File: config.mk
export PLATFORM = sky130hd
export DESIGN_NAME = seq_player
export DESIGN_NICKNAME = d
export VERILOG_FILES = /design/src/rtl/seq_player.sv
export SDC_FILE = /design/constraint.sdc
export NUM_CORES = 1
export LEC_CHECK = 0
export CAP_MARGIN = 10
export CORE_MARGIN = 2
export CORE_UTILIZATION = 45
export DETAILED_ROUTE_END_ITERATION = 16
export PLACE_DENSITY = 0.77
export SLEW_MARGIN = 20
export SYNTH_ARGS = -nofsm -noshare
export SYNTH_HDL_FRONTEND = slang
export SYNTH_SLANG_ARGS = --single-unit
File: constraint.sdc
create_clock -name clk -period 2.2 [get_ports clk]
set_input_delay 0.44 -clock clk [delete_from_list [all_inputs] [get_ports clk]]
set_output_delay 0.44 -clock clk [all_outputs]
set_load 0.01 [all_outputs]
File: src/rtl/seq_player.sv
// seq_player: plays back a latched sequence of up to eight 4-bit digits.
// Each digit is preceded by a blank gap and then shown for a fixed on-period.
// play_done is a level flag that stays high until the next start pulse.
module seq_player #(
    parameter int ON_CYCLES  = 25000000,
    parameter int OFF_CYCLES = 12500000,
    parameter int CNT_W      = 28
) (
    input  logic        clk,
    input  logic        rst_n,
    input  logic        start_play,
    input  logic [31:0] answer_seq,
    input  logic [3:0]  seq_len,
    output logic [3:0]  digit_out,
    output logic        digit_valid,
    output logic [2:0]  digit_idx,
    output logic        play_done
);

    typedef enum logic [1:0] {
        P_IDLE,
        P_GAP,
        P_ON,
        P_DONE
    } state_t;

    localparam logic [CNT_W-1:0] OFF_LAST = CNT_W'(OFF_CYCLES - 1);
    localparam logic [CNT_W-1:0] ON_LAST  = CNT_W'(ON_CYCLES - 1);

    state_t           state_q;
    logic [CNT_W-1:0] cnt_q;
    logic [31:0]      seq_q;
    logic [2:0]       lastIdx_q;
    logic [2:0]       idx_q;
    logic [3:0]       digit_q;
    logic             valid_q;
    logic             done_q;
    logic [2:0]       lastIdx_d;

    // Clamp the requested length into an index of the final digit (0..7).
    always_comb begin
        lastIdx_d = 3'd0;
        if (seq_len == 4'd0) begin
            lastIdx_d = 3'd0;
        end else if (seq_len > 4'd8) begin
            lastIdx_d = 3'd7;
        end else begin
            lastIdx_d = 3'(seq_len - 4'd1);
        end
    end

    // Playback FSM; the shift register keeps the next digit in its top nibble.
    always_ff @(posedge clk or negedge rst_n) begin
        if (!rst_n) begin
            state_q   <= P_IDLE;
            cnt_q     <= '0;
            seq_q     <= '0;
            lastIdx_q <= '0;
            idx_q     <= '0;
            digit_q   <= '0;
            valid_q   <= 1'b0;
            done_q    <= 1'b0;
        end else if (start_play) begin
            state_q   <= P_GAP;
            cnt_q     <= '0;
            seq_q     <= answer_seq;
            lastIdx_q <= lastIdx_d;
            idx_q     <= '0;
            digit_q   <= '0;
            valid_q   <= 1'b0;
            done_q    <= 1'b0;
        end else begin
            case (state_q)
                P_GAP: begin
                    if (cnt_q == OFF_LAST) begin
                        state_q <= P_ON;
                        cnt_q   <= '0;
                        valid_q <= 1'b1;
                        digit_q <= seq_q[31:28];
                    end else begin
                        cnt_q <= cnt_q + 1'b1;
                    end
                end
                P_ON: begin
                    if (cnt_q == ON_LAST) begin
                        cnt_q   <= '0;
                        valid_q <= 1'b0;
                        digit_q <= '0;
                        if (idx_q == lastIdx_q) begin
                            state_q <= P_DONE;
                            done_q  <= 1'b1;
                        end else begin
                            state_q <= P_GAP;
                            idx_q   <= idx_q + 1'b1;
                            seq_q   <= seq_q << 4;
                        end
                    end else begin
                        cnt_q <= cnt_q + 1'b1;
                    end
                end
                P_IDLE, P_DONE: begin
                    state_q <= state_q;
                end
                default: begin
                    state_q <= P_IDLE;
                end
            endcase
        end
    end

    assign digit_out   = digit_q;
    assign digit_valid = valid_q;
    assign digit_idx   = idx_q;
    assign play_done   = done_q;

endmodule

### Yosys cells after proc, flatten, opt, wreduce, memory -nomap -nowiden

Index checks and enable logic that the tools add are counted.

| word-level totals | value |
|---|---|
| input bits | 39 |
| flip-flop bits (word level) | 74 |
| output and inout bits | 9 |

| operators by class | value |
|---|---|
| reduce and logical (&&, ||, !) cells | 11 |
| $add $sub $neg | 3 |
| multiplexer cells | 31 |
| magnitude comparators | 1 |
| eq/ne operators | 10 |

Operators by type and width:

| kind | count |
|---|---|
| 2-to-1 mux 32 bit | 4 |
| 2-to-1 mux 28 bit | 3 |
| case mux 28 bit (2 select lines) | 1 |
| adder 28 x 1 -> 28 bit, second input constant | 1 |
| equality test 28 x 24 -> 1 bit, second input constant | 1 |
| equality test 28 x 25 -> 1 bit, second input constant | 1 |
| 2-to-1 mux 3 bit | 6 |
| 2-to-1 mux 4 bit | 3 |
| AND reduction 3 bit | 4 |
| 2-to-1 mux 2 bit | 4 |
| case mux 4 bit (2 select lines) | 1 |
| 2-to-1 mux 1 bit | 7 |
| != test 3 bit, second input constant | 2 |
| nonzero test 2 bit | 3 |
| equality test 2 bit, second input constant | 2 |
| greater-than comparator 4 bit, second input constant | 1 |
| zero test 4 bit | 1 |
| != test 2 bit, second input constant | 2 |
| case mux 2 bit (2 select lines) | 1 |
| adder 3 x 1 -> 3 bit, second input constant | 1 |
| equality test 3 bit | 1 |
| nonzero test 3 bit | 1 |
| subtractor 3 x 1 -> 3 bit, second input constant | 1 |
| equality test 2 x 1 -> 1 bit, second input constant | 1 |
| 3 further kinds | 3 |

### Logic depth before layout (Yosys ltp)

Gate-level depths: netlist of run 1.

| depth | value |
|---|---|
| depth after elaboration | 5 |
| depth in mapped cells | 9 |
| depth with buffers taken out | 7 |

### Worst setup path after synthesis of run 1

Ideal clock, no wire load.

| path | value |
|---|---|
| path type | reg2reg |
| from | register cnt_q[0] |
| to | register seq_q[10] |
| clock period less this slack | 2.147 ns |
| required time | 2.068 ns |
| cell stages (with the launch flop) | 9 |
| arrival | 2.015 ns |
| setup slack | 0.053 ns |
| path buffers | 2 |
| cells stage by stage | dfrtp_1 ha_1 nand4_1 or4_4 nor4_2 buf_6 buf_8 mux2i_1 o21ai_1 |

| between the ends | value |
|---|---|
| longest elaborated chain between the ends | 3 |

Ends and longest elaborated chain:

| item | RTL line | text |
|---|---|---|
| start: declaration | 31 | `logic [CNT_W-1:0] cnt_q;` |
| start signal: assignment | 81 | `cnt_q <= cnt_q + 1'b1;` |
| start signal: assignment | 98 | `cnt_q <= cnt_q + 1'b1;` |
| equality test 28 x 25 -> 1 bit | 85 | `if (cnt_q == ON_LAST) begin` |
| nonzero test 2 bit (no source line) | - |  |
| AND reduction 3 bit (no source line) | - |  |
| end signal: assignment | 66 | `seq_q <= answer_seq;` |
| end signal: assignment | 95 | `seq_q <= seq_q << 4;` |
| end: declaration | 32 | `logic [31:0] seq_q;` |

No other way between the ends.
A chain may end at the register's enable or synchronous reset.

### Worst setup path after layout of run 1

| path | value |
|---|---|
| from | register cnt_q[9] |
| to | register seq_q[17] |

Same word-level chain as after synthesis.

==> results of run 1 <==
==> state kept, by name, indices dropped and copies added (netlist names) <==
name / count
cnt_q: 28
digit_idx: 3
digit_out: 4
digit_valid: 1
lastIdx_q: 3
play_done: 1
seq_q: 32
state_q: 2
==> power groups by stage <==
stage	clock [uW]	sequential, uW	combinational, uW
3_5_place_dp	0	1490	276
5_1_grt	1080	1480	320
3_3_place_gp	0	1490	263
4_1_cts	1020	1470	276
2_1_floorplan	0	1480	125
6_report	1010	1480	286
==> cells in the mapped netlist (3+ instances only) <==
library cell  number
o2111ai_1          6
buf_6              3
nand3_1           11
o21ai_0           14
a21oi_1            9
ha_1               5
clkbuf_1          19
nor4_1             9
nand4_1           15
nor2_1            38
a31oi_1            8
o211ai_1           5
dfrtp_1           74
o31ai_1            4
nand2_1           45
a22o_1             4
and3_1             3
xor2_1             8
inv_1             20
o21ai_1           22
nor3_1            12
mux2i_1           32
xnor2_1           13
and4_1             6
==> layout make-up <==
| cell class | count | area, sq um | area share, % |
|---|---|---|---|
| timing repair buffer | 102 | 983 | 19.0 |
| multi-input combinational | 297 | 1950 | 37.6 |
| tap | 108 | 135 | 2.61 |
| clock inverter | 7 | 60.1 | 1.16 |
| clock buffer | 9 | 124 | 2.39 |
| inverter | 20 | 75.1 | 1.45 |
| sequential | 74 | 1850 | 35.8 |
==> layer usage <==
metal | part of all wire [%] | vias up | global-route usage (%)
met3 | 4.8 | 29 | 3.02
met1 | 41 | 1722 | 28.5
met2 | 52 | 146 | 39.2
li1 | - | 1681 | -
met5 | 0 | - | 0
met4 | 2.7 | 0 | 9.51
==> final timing paths <==
| path | end | slack [ps] | from |
|---|---|---|---|
| min | cnt_q[23]$_DFFE_PN0P_ | 10 | rst_n |
| min in group clk | play_done$_DFFE_PN0P_ | 400 | start_play |
| max | seq_q[17]$_DFFE_PN0P_ | 40 | cnt_q[9]$_DFFE_PN0P_ |
| max in group asynchronous | seq_q[16]$_DFFE_PN0P_ | 1610 | rst_n |
| min reg2reg | digit_valid$_DFFE_PN0P_ | 500 | digit_valid$_DFFE_PN0P_ |
| max reg2reg | seq_q[17]$_DFFE_PN0P_ | 40 | cnt_q[9]$_DFFE_PN0P_ |
==> metrics by stage <==
step	TNS, ps	cells
2_1_floorplan	0	416
3_3_place_gp	0	589
3_5_place_dp	-612	589
4_1_cts	0	609
5_1_grt	-690	617
6_report	0	617
==> kinds of logic (layout without fill, tap and decap cells) <==
kind of cell	after synthesis	in the layout	synth area share, %
simple gates	153	153	19.3
compound gates	86	86	13.9
flops	74	74	46.9
buf+inv	45	138	5.45
mux	32	32	8.12
xor+xnor	21	21	4.66
fa+ha+maj	5	5	1.59
==> worst max-delay path: stages (launching register included) <==
cell and delay, ps:
dfrtp_1 390, nor4b_2 300, buf_4 170, nand4_1 180, nor4_4 310, buf_6 200
clkbuf_16 170, mux2i_4 220, o21ai_1 80
==> repair_timing <==
action | in CTS | in global routing
cloned | 2 | 3
setup buffers | 2 | 5
endpoints found under the setup margin | 29 | 32
pin swaps | 3 | 3
gates resized for setup | 2 | 14
==> impl_metrics.csv, run 1 <==
group,metric,value,unit
power,p_clk_share,36.4,%
yosys,avgSynthCellArea,9.49,sq um
worst_setup_path,reg2regPathDepth,8,
clocking,htree_levels,3,
yosys,synth_cell_types,49,
job,drv_cap,0,
layout,final_common_cell,"dfrtp_1",
yosys,synth-edff-count,0,
sta,rsz0062_at_grt,"yes",
global_route,grt_usage,22.7,%
worst_setup_path,start_kind,"flop",
layout,drive_above_1_share,17.3,%
sta,post-route-period-util,98.1,%
worst_setup_path,cp_max_fo,6,
clocking,cts.sinks,74,
clocking,cts_root_buf,"clkbuf_8",
clocking,cts_made_buffers,9,
yosys,synth_top_cell_area_share,46.9,%
layout,final_core_util,60.3,%
sta,setup-violations-final,0,
layout,num_antenna_cells,0,
global_route,antenna_found_initial,0,
power,power.total,2770,uW
worst_setup_path,arrival,2380,ps
sta,timing.fmax,0.463,GHz
placed_design,dp_hpwl,7130,microns
die,core,0.00859,sq mm
power,ir_drop,0.400,mV
yosys,synth.cell_area,0.00395,sq mm
placed_design,gp_congestion,0.920,
drt,drc,0,
layout,most-common-layout-cells,"dfrtp_1 (74), buf_4 (46), nand2_1 (45), clkdlybuf4s50_1 (45), nor2_1 (38)",
layout,nFillCells,710,
yosys,yosys_most_used_dff,"dfrtp_1",
placed_design,port_buffers,47,
global_route,grt_first_pass_wirelength,17400,microns
sta,finalHoldViolCount,0,
placed_design,placed_area,0.00477,sq mm
power,internal_power,2000,uW
layout,layout-area-overhead-vs-synth,31.2,%
worst_setup_path,end_kind,"flop",
placed_design,pre_cts_ws,-87.0,ps
drt,wirelength,10800,microns
worst_setup_path,critPathKind,"reg2reg",
drt,vias,3578,
power,seqPwrFrac,53.3,%
yosys,synthCells,416,
yosys,synth-seq-area-share,46.9,%
die,rows,34,
die,die_h,97.6,microns
layout,final_area,0.00518,sq mm
power,p_switching,773,uW
die,fp.dieW,97.6,microns
global_route,grt_max_degree,74,
global_route,gr-total-overflow,0,
sta,slew_headroom,57.2,%
sta,fin_ws,41.2,ps
drt,drtIter0Drc,413,
clocking,clock_latency,350,ps
yosys,async_reset_ff_share,100,%
die,num_io_pins,48,
sta,whs,11.7,ps
drt,viasPerCell,5.80,
power,power_frac_comb,10.3,%
sta,fin_crit,2160,ps
hold_path,hp-class,"in2async",
drt,wire_per_inst,17.4,microns
clocking,holdBufCountCts,0,
sta,worst_slew_pin_slew,642,ps
clocking,path_clk_slew,90,ps
clocking,clockBufferDepth,2,
sta,finClkSkew,12.8,ps
yosys,syn_nets,460,
status,outcome,"completed",
sta,drv_slew,0,
drt,ant_nets,0,
worst_setup_path,required,2420,ps
die,die-area,0.00953,sq mm
layout,final_net_count,548,
clocking,cts_tree,"built",
power,leakage,0.00213,uW
global_route,grt_pass1_vias,3632,
yosys,synth_area_leader_cell,"dfrtp_1",
die,start_util,45.9,%
power,swShare,27.9,%
drt,first_pass_iters,5,
yosys,ys_seq_elements,74,
yosys,yosys-top-cells-area,"dfrtp_1 (47%), mux2i_1 (8.1%), nand2_1 (4.3%), nor2_1 (3.6%), xnor2_1 (2.9%)",
yosys,yosys_warnings,0,
power,powerDensity,535,mW/mm^2
(Power assumes the default switching activity.)
==> run 2: changes to the inputs <==
CELL_PAD_IN_SITES_DETAIL_PLACEMENT = 0   (was unset)
CELL_PAD_IN_SITES_GLOBAL_PLACEMENT = 1   (was unset)
CORE_UTILIZATION = 39   (was 45)
PLACE_DENSITY = 0.84   (was 0.77)
==> run 2 against run 1 <==
Compared with the run above:
- critical endpoint unchanged
- worst hold slack improved by 380 ps
- critical path depth fell by 1
- the run now ends with setup timing left
- clock skew hardly changed
- sequential share of layout area grew 0.20 points
- critical path type unchanged
==> impl_metrics.csv, run 2 (synthesis gave the netlist of run 1 again) <==
group,metric,value,unit
sta,finalHoldViolCount,0,
sta,fin_crit,2270,ps
clocking,cts_root_buf,"clkbuf_8",
clocking,cts.sinks,74,
layout,most-common-layout-cells,"dfrtp_1 (72), buf_4 (46), nand2_1 (45), clkdlybuf4s50_1 (45), nor2_1 (38)",
clocking,htree_levels,3,
global_route,grt_first_pass_wirelength,16400,microns
worst_setup_path,required,2420,ps
global_route,grt_usage,18.3,%
die,fp.dieW,105,microns
drt,drc,0,
layout,largest_reg_flops,32,
layout,final_core_util,52.5,%
job,drv_cap,0,
drt,first_pass_iters,5,
global_route,grt_max_degree,72,
clocking,cts_made_buffers,9,
worst_setup_path,path_cells,"nand4_1 -> or4_4 -> nor4_4 -> buf_4 -> buf_12 -> mux2i_2 -> o21ai_1",
worst_setup_path,cp_slowest_cell,"or4_4",
die,core,0.00982,sq mm
worst_setup_path,arrival,2490,ps
global_route,grt_pass1_vias,3484,
power,powerDensity,547,mW/mm^2
drt,vias,3462,
layout,drive_above_1_share,16.3,%
worst_setup_path,r2r-start,"cnt_q[24]$_DFFE_PN0P_",
die,rows,36,
drt,wirelength,9510,microns
drt,drtIter0Drc,217,
worst_setup_path,r2r_setup_slack,-70,ps
die,die-area,0.0109,sq mm
sta,drv_slew,0,
sta,worst_slew_pin_slew,612,ps
sta,rsz0062_at_grt,"yes",
die,die_h,105,microns
drt,viasPerCell,5.40,
worst_setup_path,cpLargestDelayFamily,"simple AND/OR/NAND/NOR gates",
worst_setup_path,end_kind,"flop",
status,violations,"setup timing",
power,power.total,2820,uW
worst_setup_path,timing.rr.end,"seq_q[17]$_DFFE_PN0P_",
status,outcome,"complete, but fails checks",
layout,num_antenna_cells,0,
sta,setup-violations-final,21,
hold_path,hp-start,"start_play",
worst_setup_path,critPathMaxStageDelay,590,ps
global_route,gr-total-overflow,0,
hold_path,hold_depth,2,
power,leakage,0.00210,uW
worst_setup_path,start_kind,"flop",
clocking,cts_tree,"built",
hold_path,hp-class,"in2reg",
sta,post-route-period-util,103,%
placed_design,placed_area,0.00481,sq mm
sta,slew_headroom,59.2,%
clocking,clockBufferDepth,2,
placed_design,dp_hpwl,6590,microns
worst_setup_path,critPathKind,"reg2reg",
placed_design,port_buffers,47,
drt,wire_per_inst,14.8,microns
clocking,path_clk_slew,80,ps
worst_setup_path,worstPathBufferInverterCount,2,
sta,timing.fmax,0.441,GHz
power,ir_drop,0.328,mV
layout,final_common_cell,"dfrtp_1",
sta,finClkSkew,12.7,ps
clocking,clock_latency,360,ps
die,num_io_pins,48,
hold_path,whs_endpoint,"seq_q[9]$_DFFE_PN0P_",
sta,whs,396,ps
drt,ant_nets,0,
worst_setup_path,cp_max_fo,18,
layout,final_area,0.00516,sq mm
worst_setup_path,reg2regPathDepth,7,
placed_design,gp_congestion,0.888,
layout,layout-area-overhead-vs-synth,30.7,%
layout,regMostFlops,"seq_q",
sta,fin_ws,-68.8,ps
global_route,antenna_found_initial,0,
placed_design,pre_cts_ws,-60.5,ps
layout,final_net_count,547,
die,start_util,40.2,%
==> run 2: cell count changes in the layout (fill, tap and decap cells not counted), sizes merged <==
cell / previous run / this run
dlygate4sd3: 0 / 1
clkinvlp: 1 / 2
clkbuf: 11 / 10
inv: 24 / 22
clkinv: 2 / 1
buf: 55 / 54
bufbuf: 0 / 1
bufinv: 0 / 1
==> run 2: timing repair <==
action | CTS | global route
gates cloned | 2 | 1
setup endpoints to repair | 29 | 46
setup buffers | 2 | 2
resized for setup | 3 | 14
pin swaps | 4 | 5
hold endpoints to repair | 13 | 0
hold buffers | 1 | 0
==> run 2: worst register-to-register path, delay by kind of cell, from the launching register on <==
kind                   cells  cell delay [ps]
and+or+nand+nor            3             1080
DFF                        1              390
buffers and inverters      2              350
muxes                      1              250
AOI/OAI and AO/OA          1               80
==> run 2: area by class of cell <==
class | count | area (sq um)
clock buffer | 10 | 128
inverter | 20 | 75.1
sequential | 74 | 1850
clock inverter | 6 | 73.8
fill | 951 | 4660
tap | 133 | 166
timing repair buffer | 101 | 931
multi-input combinational | 297 | 1930
==> run 2: report_power, final <==
part,leakage [uW],switching (uW),internal (uW)
Clock,0.0000950,550,538
Combinational,0.00106,130,138
Sequential,0.000953,40.6,1430
==> run 2: worst max-delay path by stage <==
stage,from,to,cells after the start
CTS,cnt_q[27]$_DFFE_PN0P_,seq_q[21]$_DFFE_PN0P_,8
finish,cnt_q[24]$_DFFE_PN0P_,seq_q[17]$_DFFE_PN0P_,7
detailed placement,cnt_q[25]$_DFFE_PN0P_,seq_q[17]$_DFFE_PN0P_,7
global route,cnt_q[24]$_DFFE_PN0P_,seq_q[17]$_DFFE_PN0P_,7
global placement,cnt_q[25]$_DFFE_PN0P_,seq_q[6]$_DFFE_PN0P_,7
floorplan,cnt_q[0]$_DFFE_PN0P_,seq_q[10]$_DFFE_PN0P_,8
==> run 2: layer usage <==
metal,track usage (%),share of wire [%],vias to the layer above
li1,-,-,1673
met5,0,0,-
met3,3.43,4.6,20
met2,29.5,48,104
met4,7.43,1.9,0
met1,24.3,46,1665
==> run 2: per-stage QoR <==
| step | cells | setup TNS, ps |
|---|---|---|
| CTS | 638 | -149 |
| floorplan | 416 | 0 |
| finish | 641 | -569 |
| global route | 641 | -4060 |
| detailed placement | 617 | -585 |
| global placement | 617 | 0 |
==> run 3: changes to the inputs <==
CORE_MARGIN = unset   (was 2)
REMOVE_ABC_BUFFERS = 1   (was unset)
SETUP_SLACK_MARGIN = 0.5   (was unset)
==> run 3 against run 2 <==
Compared with the run above:
- die area decreased by 3.8%
- first-iteration DRC count decreased by 27%
- power decreased by 1.1%
- utilization increased by 2.3 points
- register-to-register slack improved by 100 ps
- critical path type unchanged
- the flow now finishes without violations
==> impl_metrics.csv, run 3 (synthesis gave the netlist of run 1 again) <==
group,metric,value,unit
power,powerDensity,520,mW/mm^2
global_route,grt_usage,21.1,%
drt,wire_per_inst,15.6,microns
global_route,grt_max_degree,75,
placed_design,port_buffers,47,
sta,worst_slew_pin_slew,619,ps
power,internal_power,2010,uW
placed_design,gp_congestion,0.922,
layout,final_net_count,558,
sta,rsz0062_at_grt,"yes",
worst_setup_path,arrival,2400,ps
sta,finalHoldViolCount,0,
layout,most-common-layout-cells,"dfrtp_1 (73), buf_4 (52), nand2_1 (45)",
drt,viasPerCell,5.37,
clocking,cts_made_buffers,9,
sta,setup-violations-final,0,
layout,final_core_util,54.9,%
clocking,clockBufferDepth,2,
sta,finClkSkew,15.5,ps
worst_setup_path,start_kind,"flop",
clocking,cts_root_buf,"clkbuf_8",
global_route,grt_first_pass_wirelength,17100,microns
drt,first_pass_iters,4,
sta,fin_ws,31.9,ps
hold_path,hp-class,"in2async",
clocking,cts_tree,"built",
die,rows,36,
placed_design,pre_cts_ws,-107,ps
layout,largest_reg_flops,32,
worst_setup_path,cp_max_fo,8,
layout,num_antenna_cells,0,
power,seqPwrFrac,52.5,%
drt,drc,0,
worst_setup_path,end_kind,"flop",
power,power.total,2790,uW
status,outcome,"completed",
clocking,holdBufCountCts,0,
power,ir_drop,0.437,mV
job,drv_cap,0,
worst_setup_path,required,2430,ps
layout,regMostFlops,"seq_q",
die,fp.dieW,103,microns
clocking,path_clk_slew,100,ps
sta,drv_slew,0,
die,die-area,0.0105,sq mm
layout,drive_above_1_share,20.6,%
drt,ant_nets,0,
die,start_util,40.4,%
placed_design,dp_hpwl,6760,microns
global_route,antenna_found_initial,0,
power,leakage,0.00227,uW
clocking,clock_latency,370,ps
sta,slew_headroom,58.7,%
clocking,htree_levels,3,
power,p_clk_share,37.7,%
layout,final_common_cell,"dfrtp_1",
sta,post-route-period-util,98.5,%
clocking,cts.sinks,74,
power,power_frac_comb,9.8,%
worst_setup_path,critPathKind,"reg2reg",
layout,layout-area-overhead-vs-synth,35.9,%
drt,vias,3499,
drt,wirelength,10200,microns
power,p_switching,782,uW
global_route,gr-total-overflow,0,
sta,fin_crit,2170,ps
die,die_h,103,microns
sta,timing.fmax,0.461,GHz
drt,drtIter0Drc,158,
die,core,0.00977,sq mm
global_route,grt_pass1_vias,3461,
die,num_io_pins,48,
power,swShare,28.0,%
-- run 3: cell count changes in the layout (fill, tap and decap cells not counted), moves of 3 or more --
cell	before	now
buf_6	2	6
nor4_1	9	5
dlygate4sd2_1	0	9
inv_6	1	4
buf_4	46	52
clkdlybuf4s50_1	45	36
buf_16	0	3
-- run 3: per-layer routing --
layer	part of all wire, %	up-vias	wire [microns]	track usage (%)
met3	5.2	11	525	4.54
met1	46	1685	4630	27.8
li1	-	1695	-	-
met4	1.2	0	126	7.80
met5	0	-	0	0
met2	48	108	4900	34.3
-- run 3: critical path, stage by stage, from the launching register on --
cell and delay, ps:
dfrtp_1 400, nand4_1 200, or4_4 590, nor4_4 160, buf_6 170, buf_6 110, buf_16 130, mux2i_2 210
o21ai_1 80
-- run 3: metrics by stage --
step                      cells  instance area [sq um]  hold slack [ps]  setup TNS (ps)
after CTS                   649                   5320             39.5               0
after global placement      614                   4800              438               0
final                       652                   5360             46.3               0
after detailed placement    614                   4800              439           -1740
after floorplan             391                   3810              144          -75700
after global routing        652                   5360             73.0            -434
-- run 3: worst paths after layout --
check                                   startpoint  slack [ps]  depth (start not counted)                        to
max                          cnt_q[24]$_DFFE_PN0P_          30                          8     seq_q[23]$_DFFE_PN0P_
min                                          rst_n          50                          1  lastIdx_q[2]$_DFFE_PN0P_
max reg2reg                  cnt_q[24]$_DFFE_PN0P_          30                          8     seq_q[23]$_DFFE_PN0P_
min reg2reg                digit_valid$_DFFE_PN0P_         510                          1   digit_valid$_DFFE_PN0P_
max in group asynchronous                    rst_n        1460                          2  digit_out[3]$_DFFE_PN0P_
min in group clk           digit_valid$_DFFE_PN0P_         510                          1   digit_valid$_DFFE_PN0P_
-- run 3: layout make-up --
type / instances / area, sq um
Clock buffer: 9 / 124
Sequential cell: 74 / 1850
Inverter: 20 / 75.1
Multi-Input combinational cell: 297 / 2010
Fill cell: 876 / 4410
Tap cell: 133 / 166
Timing Repair Buffer: 112 / 1070
Clock inverter: 7 / 65.1
-- run 3: what timing repair did --
item	CTS	global route
pin swaps	10	6
endpoints found under the setup margin	80	71
gates resized for setup	40	5
buffers inserted	15	3
cloned	4	0
-- run 3: power groups by stage --
stage / logic [uW] / clock network (uW) / registers [uW]
after global placement: 256 / 0 / 1490
after CTS: 270 / 1080 / 1460
after global routing: 310 / 1130 / 1470
after detailed placement: 266 / 0 / 1490
after floorplan: 105 / 0 / 1480
final: 274 / 1050 / 1460
